--- config.mk ---
export PLATFORM = sky130hd
export DESIGN_NAME = multicycle_ctrl
export DESIGN_NICKNAME = d
export VERILOG_FILES = /design/src/rtl/multicycle_ctrl.sv
export SDC_FILE = /design/constraint.sdc
export NUM_CORES = 1
export LEC_CHECK = 0
export CAP_MARGIN = 20
export CORE_MARGIN = 1
export CORE_UTILIZATION = 35
export DETAILED_ROUTE_END_ITERATION = 10
export GPL_ROUTABILITY_DRIVEN = 0
export GPL_TIMING_DRIVEN = 0
export PLACE_DENSITY_LB_ADDON = 0.15
export RECOVER_POWER = 50
export SETUP_SLACK_MARGIN = 0.3
export SYNTH_ARGS = -nofsm -noshare
export SYNTH_HDL_FRONTEND = slang
export SYNTH_SLANG_ARGS = --single-unit
--- constraint.sdc ---
create_clock -name clk -period 2.13 [get_ports clk]
set_input_delay 0.213 -clock clk [delete_from_list [all_inputs] [get_ports clk]]
set_output_delay 0.213 -clock clk [all_outputs]
set_load 0.03 [all_outputs]
--- src/rtl/multicycle_ctrl.sv ---
// Multi-cycle control FSM for the RV32I core: fetch into ir, then step the
// shared datapath through decode, execute, memory and write-back.
module multicycle_ctrl #(
  parameter int DATA_WIDTH = 32
) (
  input  logic                  clk,
  input  logic                  rst,
  output logic                  imem_req,
  input  logic                  imem_ack,
  input  logic [DATA_WIDTH-1:0] inst,
  output logic [DATA_WIDTH-1:0] ir,
  input  logic                  br_taken,
  output logic                  pc_we,
  output logic [1:0]            pc_sel,
  output logic [1:0]            alu_src_a,
  output logic                  alu_src_b,
  output logic [1:0]            alu_op,
  output logic                  dmem_req,
  output logic                  dmem_we,
  input  logic                  dmem_ack,
  output logic                  rf_we,
  output logic [1:0]            wb_sel,
  output logic                  illegal,
  output logic [2:0]            state
);

  localparam logic [6:0] OP_R     = 7'b0110011;
  localparam logic [6:0] OP_I     = 7'b0010011;
  localparam logic [6:0] OP_LOAD  = 7'b0000011;
  localparam logic [6:0] OP_STORE = 7'b0100011;
  localparam logic [6:0] OP_BR    = 7'b1100011;
  localparam logic [6:0] OP_JAL   = 7'b1101111;
  localparam logic [6:0] OP_JALR  = 7'b1100111;
  localparam logic [6:0] OP_LUI   = 7'b0110111;
  localparam logic [6:0] OP_AUIPC = 7'b0010111;

  localparam logic [DATA_WIDTH-1:0] NOP = DATA_WIDTH'(32'h00000013);

  typedef enum logic [2:0] {
    S_IF   = 3'd0,
    S_ID   = 3'd1,
    S_EX   = 3'd2,
    S_MEM  = 3'd3,
    S_WB   = 3'd4,
    S_TRAP = 3'd5
  } state_t;

  state_t                state_q, state_d;
  logic [DATA_WIDTH-1:0] ir_q;
  logic [6:0]            opcode;
  logic is_r, is_i, is_load, is_store, is_br, is_jal, is_jalr, is_lui, is_auipc, legal;
  logic [1:0]            ex_a;
  logic                  ex_b;
  logic [1:0]            ex_op;

  assign opcode   = ir_q[6:0];
  assign is_r     = (opcode == OP_R);
  assign is_i     = (opcode == OP_I);
  assign is_load  = (opcode == OP_LOAD);
  assign is_store = (opcode == OP_STORE);
  assign is_br    = (opcode == OP_BR);
  assign is_jal   = (opcode == OP_JAL);
  assign is_jalr  = (opcode == OP_JALR);
  assign is_lui   = (opcode == OP_LUI);
  assign is_auipc = (opcode == OP_AUIPC);
  assign legal    = is_r | is_i | is_load | is_store | is_br | is_jal | is_jalr | is_lui | is_auipc;

  // Debug state and the latched instruction are forced to zero while in reset
  assign state = rst ? 3'd0 : state_q;
  assign ir    = rst ? '0 : ir_q;

  // State register and instruction register; ir only loads on an accepted fetch
  always_ff @(posedge clk) begin
    if (rst) begin
      state_q <= S_IF;
      ir_q    <= NOP;
    end else begin
      state_q <= state_d;
      if (state_q == S_IF && imem_ack) begin
        ir_q <= inst;
      end
    end
  end

  // ALU operand/op selection per instruction class, held from EX through WB
  always_comb begin
    ex_a  = 2'b00;
    ex_b  = 1'b0;
    ex_op = 2'b00;
    if (is_r) begin
      ex_op = 2'b10;
    end else if (is_i) begin
      ex_b  = 1'b1;
      ex_op = 2'b10;
    end else if (is_br) begin
      ex_op = 2'b01;
    end else if (is_lui) begin
      ex_a = 2'b10;
      ex_b = 1'b1;
    end else if (is_auipc || is_jal) begin
      ex_a = 2'b01;
      ex_b = 1'b1;
    end else if (is_load || is_store || is_jalr) begin
      ex_b = 1'b1;
    end
  end

  // Next-state logic and all datapath strobes/selects, silenced during reset
  always_comb begin
    state_d   = state_q;
    imem_req  = 1'b0;
    pc_we     = 1'b0;
    pc_sel    = 2'b00;
    alu_src_a = 2'b00;
    alu_src_b = 1'b0;
    alu_op    = 2'b00;
    dmem_req  = 1'b0;
    dmem_we   = 1'b0;
    rf_we     = 1'b0;
    wb_sel    = 2'b00;
    illegal   = 1'b0;
    case (state_q)
      S_IF: begin
        imem_req = 1'b1;
        if (imem_ack) state_d = S_ID;
      end
      S_ID: begin
        state_d = legal ? S_EX : S_TRAP;
      end
      S_EX: begin
        alu_src_a = ex_a;
        alu_src_b = ex_b;
        alu_op    = ex_op;
        if (is_br) begin
          pc_we   = 1'b1;
          pc_sel  = br_taken ? 2'b01 : 2'b00;
          state_d = S_IF;
        end else if (is_load || is_store) begin
          state_d = S_MEM;
        end else begin
          state_d = S_WB;
        end
      end
      S_MEM: begin
        alu_src_a = ex_a;
        alu_src_b = ex_b;
        alu_op    = ex_op;
        dmem_req  = 1'b1;
        dmem_we   = is_store;
        if (dmem_ack) begin
          if (is_store) begin
            pc_we   = 1'b1;
            state_d = S_IF;
          end else begin
            state_d = S_WB;
          end
        end
      end
      S_WB: begin
        alu_src_a = ex_a;
        alu_src_b = ex_b;
        alu_op    = ex_op;
        rf_we     = 1'b1;
        pc_we     = 1'b1;
        if (is_load) wb_sel = 2'b01;
        else if (is_jal || is_jalr) wb_sel = 2'b10;
        if (is_jal) pc_sel = 2'b01;
        else if (is_jalr) pc_sel = 2'b10;
        state_d = S_IF;
      end
      S_TRAP: begin
        illegal = 1'b1;
      end
      default: begin
        state_d = S_IF;
      end
    endcase
    if (rst) begin
      imem_req  = 1'b0;
      pc_we     = 1'b0;
      pc_sel    = 2'b00;
      alu_src_a = 2'b00;
      alu_src_b = 1'b0;
      alu_op    = 2'b00;
      dmem_req  = 1'b0;
      dmem_we   = 1'b0;
      rf_we     = 1'b0;
      wb_sel    = 2'b00;
      illegal   = 1'b0;
    end
  end

endmodule
==> impl_results.md <==
* Outcome: complete, no violations
* Setup Skew at 0.00971 ns
* Top cells by area, synth: dfxtp_1 38%, nand2_1 14%, nor2b_1 11%
* Number of synthesized flops with an enable pin at 0
* R2r startpoint: ir_q[3]
* Cells after synthesis at 254
* Buffers on Ports at 86
* Cts hold-fix bufs at 0
* Row count at 26
* Crit path launch type: input port
* Clock buffer depth at 2
* Worst R2R Setup Slack at 0.22 ns
* Setup TNS at 0 ns
* Clock latency on the worst-skew pair at about 0.28 ns
* Ys flop type: dfxtp_1
* Hold Crit Start: ir_q[16]
* CP Max Fanout at 10
* RSZ-0062 raised after global routing: yes
* Share of cells above drive strength 1 at 22.9%
* Die H at roughly 75 um
* Sequential-to-total area share from yosys stat at 37.9%
* Final Max Tran Viols at 0
* Worst rel slew slack at 60.8%
* DR iter-0 viols at 117
* Fill count at 514
* WS Path Type: input port to output pin
* Syn_nets at 291
* Largest net degree at the start of global routing at 12
* Placed Cells at 410
* Aggregate global-route resource usage at 20.4%
* Clk sinks at 35
* Antenna viol nets, final at 0
* Hold path cells at 2
* Root Driver: clkbuf_8
* Area grow syn2layout at 66.4%
* Top cell type's share of synthesized area at 37.9%
* Vias per std cell at about 4.9
* Vias at 2127
* Mapped Avg Cell Area at ~7.3 um2
* Initial antenna violation count at 0
* Final period util at about 91%
* Most common cell after layout, fill and taps aside: nand2_1
* First-pass GRT wire length at 8800 um
* Power Density at 1040 mW/mm2
* Worst Reg-to-Reg Cells at 5
* Fin nets at 399
* DR WL/cell at around 13 um
* Cts bufs inserted at 5
* Leakage power at 1.19 nW
* Dominant cell type by area after synthesis: dfxtp_1
* Final Critical Period at 1.94 ns
* Ant diodes at 0
* Hold Fails Final Rpt at 0
* GRT overflow at 0
* Setup violations, final at 0
* Worst-Margin Slew at 0.588 ns
* Worst setup path start: rst
* CP endpoint: ir[20]
* Vias in the first global route at 1980
* Hold Crit Class: register to register
* Initial Util at around 36%
* Worst EP arrival at 1.73 ns
* CORE AREA at 0.00511 mm2
* Die area at ~0.0056 mm2
* Synthesis Warnings at 0
* RR Endpoint: state_q[0]
* Fmax at 516 MHz
* DRT Pass-1 Iters at 4
* Worst setup EP type: output pin
* Worst vdd ir at 529 uV
* IO Count at 87
* Asr flop ratio synth at 0%
* Cell variety after synth at 38
* Fin Hold WS at 0.450 ns
* Die width at 74.7 um
* Max_cap viols at 0
* H-tree level count at 2
* Yosys reg bits at 35
* Worst-path clk slew at ~0.070 ns
* DR DRC count at 0
* DRT Wirelength at 5540 um
* Final Instance Count excl. Fillers at 433
* Most frequent cells in the layout: 68 x nand2_1, 35 x clkdlybuf4s50_1, 32 x a21oi_1
* CP Data Required Time at roughly 1.9 ns
* Synthesized area at 0.00185 mm2
* Post-DP HPWL at 3780 um
* CTS tree: built
## layout make-up
cell class	instances	area, um2	share of cell area [%]
inverters	5	18.8	0.610
clock buffers	7	86.3	2.80
well taps	70	87.6	2.85
repair buffers	101	836	27.2
clock inverters	1	8.76	0.285
multi-input cells	193	1180	38.5
plain buffers	21	143	4.63
flip-flops and latches	35	713	23.2
## sequential cells by signal, indices dropped and copies added (netlist names)
signal,count
ir_q,32
state_q,3
## synthesized netlist by cell type, types with 2 or more instances
master / n
a211oi_1: 2
a21oi_1: 32
and3_1: 3
buf_2: 2
clkbuf_1: 16
dfxtp_1: 35
inv_1: 5
nand2_1: 69
nand2b_1: 2
nand3_1: 2
nand3b_1: 6
nand4_1: 2
nor2_1: 8
nor2b_1: 33
nor3_1: 7
nor4_1: 5
nor4b_1: 2
o21ai_0: 2
or3_1: 2
## critical path, stage by stage
cell and delay (ns):
clkbuf_1 0.17, clkbuf_1 0.49, clkbuf_2 0.36, nor2b_1 0.09, clkdlybuf4s25_1 0.41
## routing by layer
layer	GRT usage, %	vias up	share of wire (%)
li1	-	1068	-
met1	23.5	982	42
met2	36.2	71	52
met3	5.89	6	5.4
met4	6.50	0	0.99
met5	0	-	0
## what timing repair did
item	in CTS	in global routing
pin swaps	5	7
endpoints found under the setup margin	81	65
gates cloned	0	1
setup buffers	10	4
resized for setup	204	26
## how the worst min path moves through the flow
stage,end,slack (ns)
2_1_floorplan,ir_q[0],0.34
3_3_place_gp,ir_q[21],0.44
3_5_place_dp,ir_q[21],0.44
4_1_cts,ir_q[21],0.45
5_1_grt,ir_q[3],0.47
6_report,ir_q[16],0.45
## kinds of logic (layout without fill, tap and decap cells)
family | after synthesis | in the layout | share of synthesized area, %
buf+inv | 26 | 135 | 6.02
fa+ha+maj | 1 | 1 | 0.541
compound gates | 45 | 45 | 15.4
flops | 35 | 35 | 37.9
simple gates | 147 | 147 | 40.1
## stage by stage
stage / setup WS [ns] / util [%] / power [mW] / area [um2]
final: 0.191 / 60.3 / 3.21 / 3080
after global routing: 0.130 / 60.3 / 3.45 / 3080
after CTS: 0.215 / 61.7 / 3.19 / 3150
after detailed placement: -0.614 / 55.9 / 2.50 / 2860
after global placement: -0.598 / 55.9 / 2.49 / 2860
after floorplan: 0.126 / - / 2.00 / 1910
## where the power goes
group / leakage (nW) / internal, mW / switching [mW]
Combinational: 0.854 / 0.735 / 1.03
Sequential: 0.289 / 0.830 / 0.119
Clock: 0.0484 / 0.265 / 0.238
Total: 1.19 / 1.83 / 1.38
No activity file was read; power rests on OpenSTA's default activity.
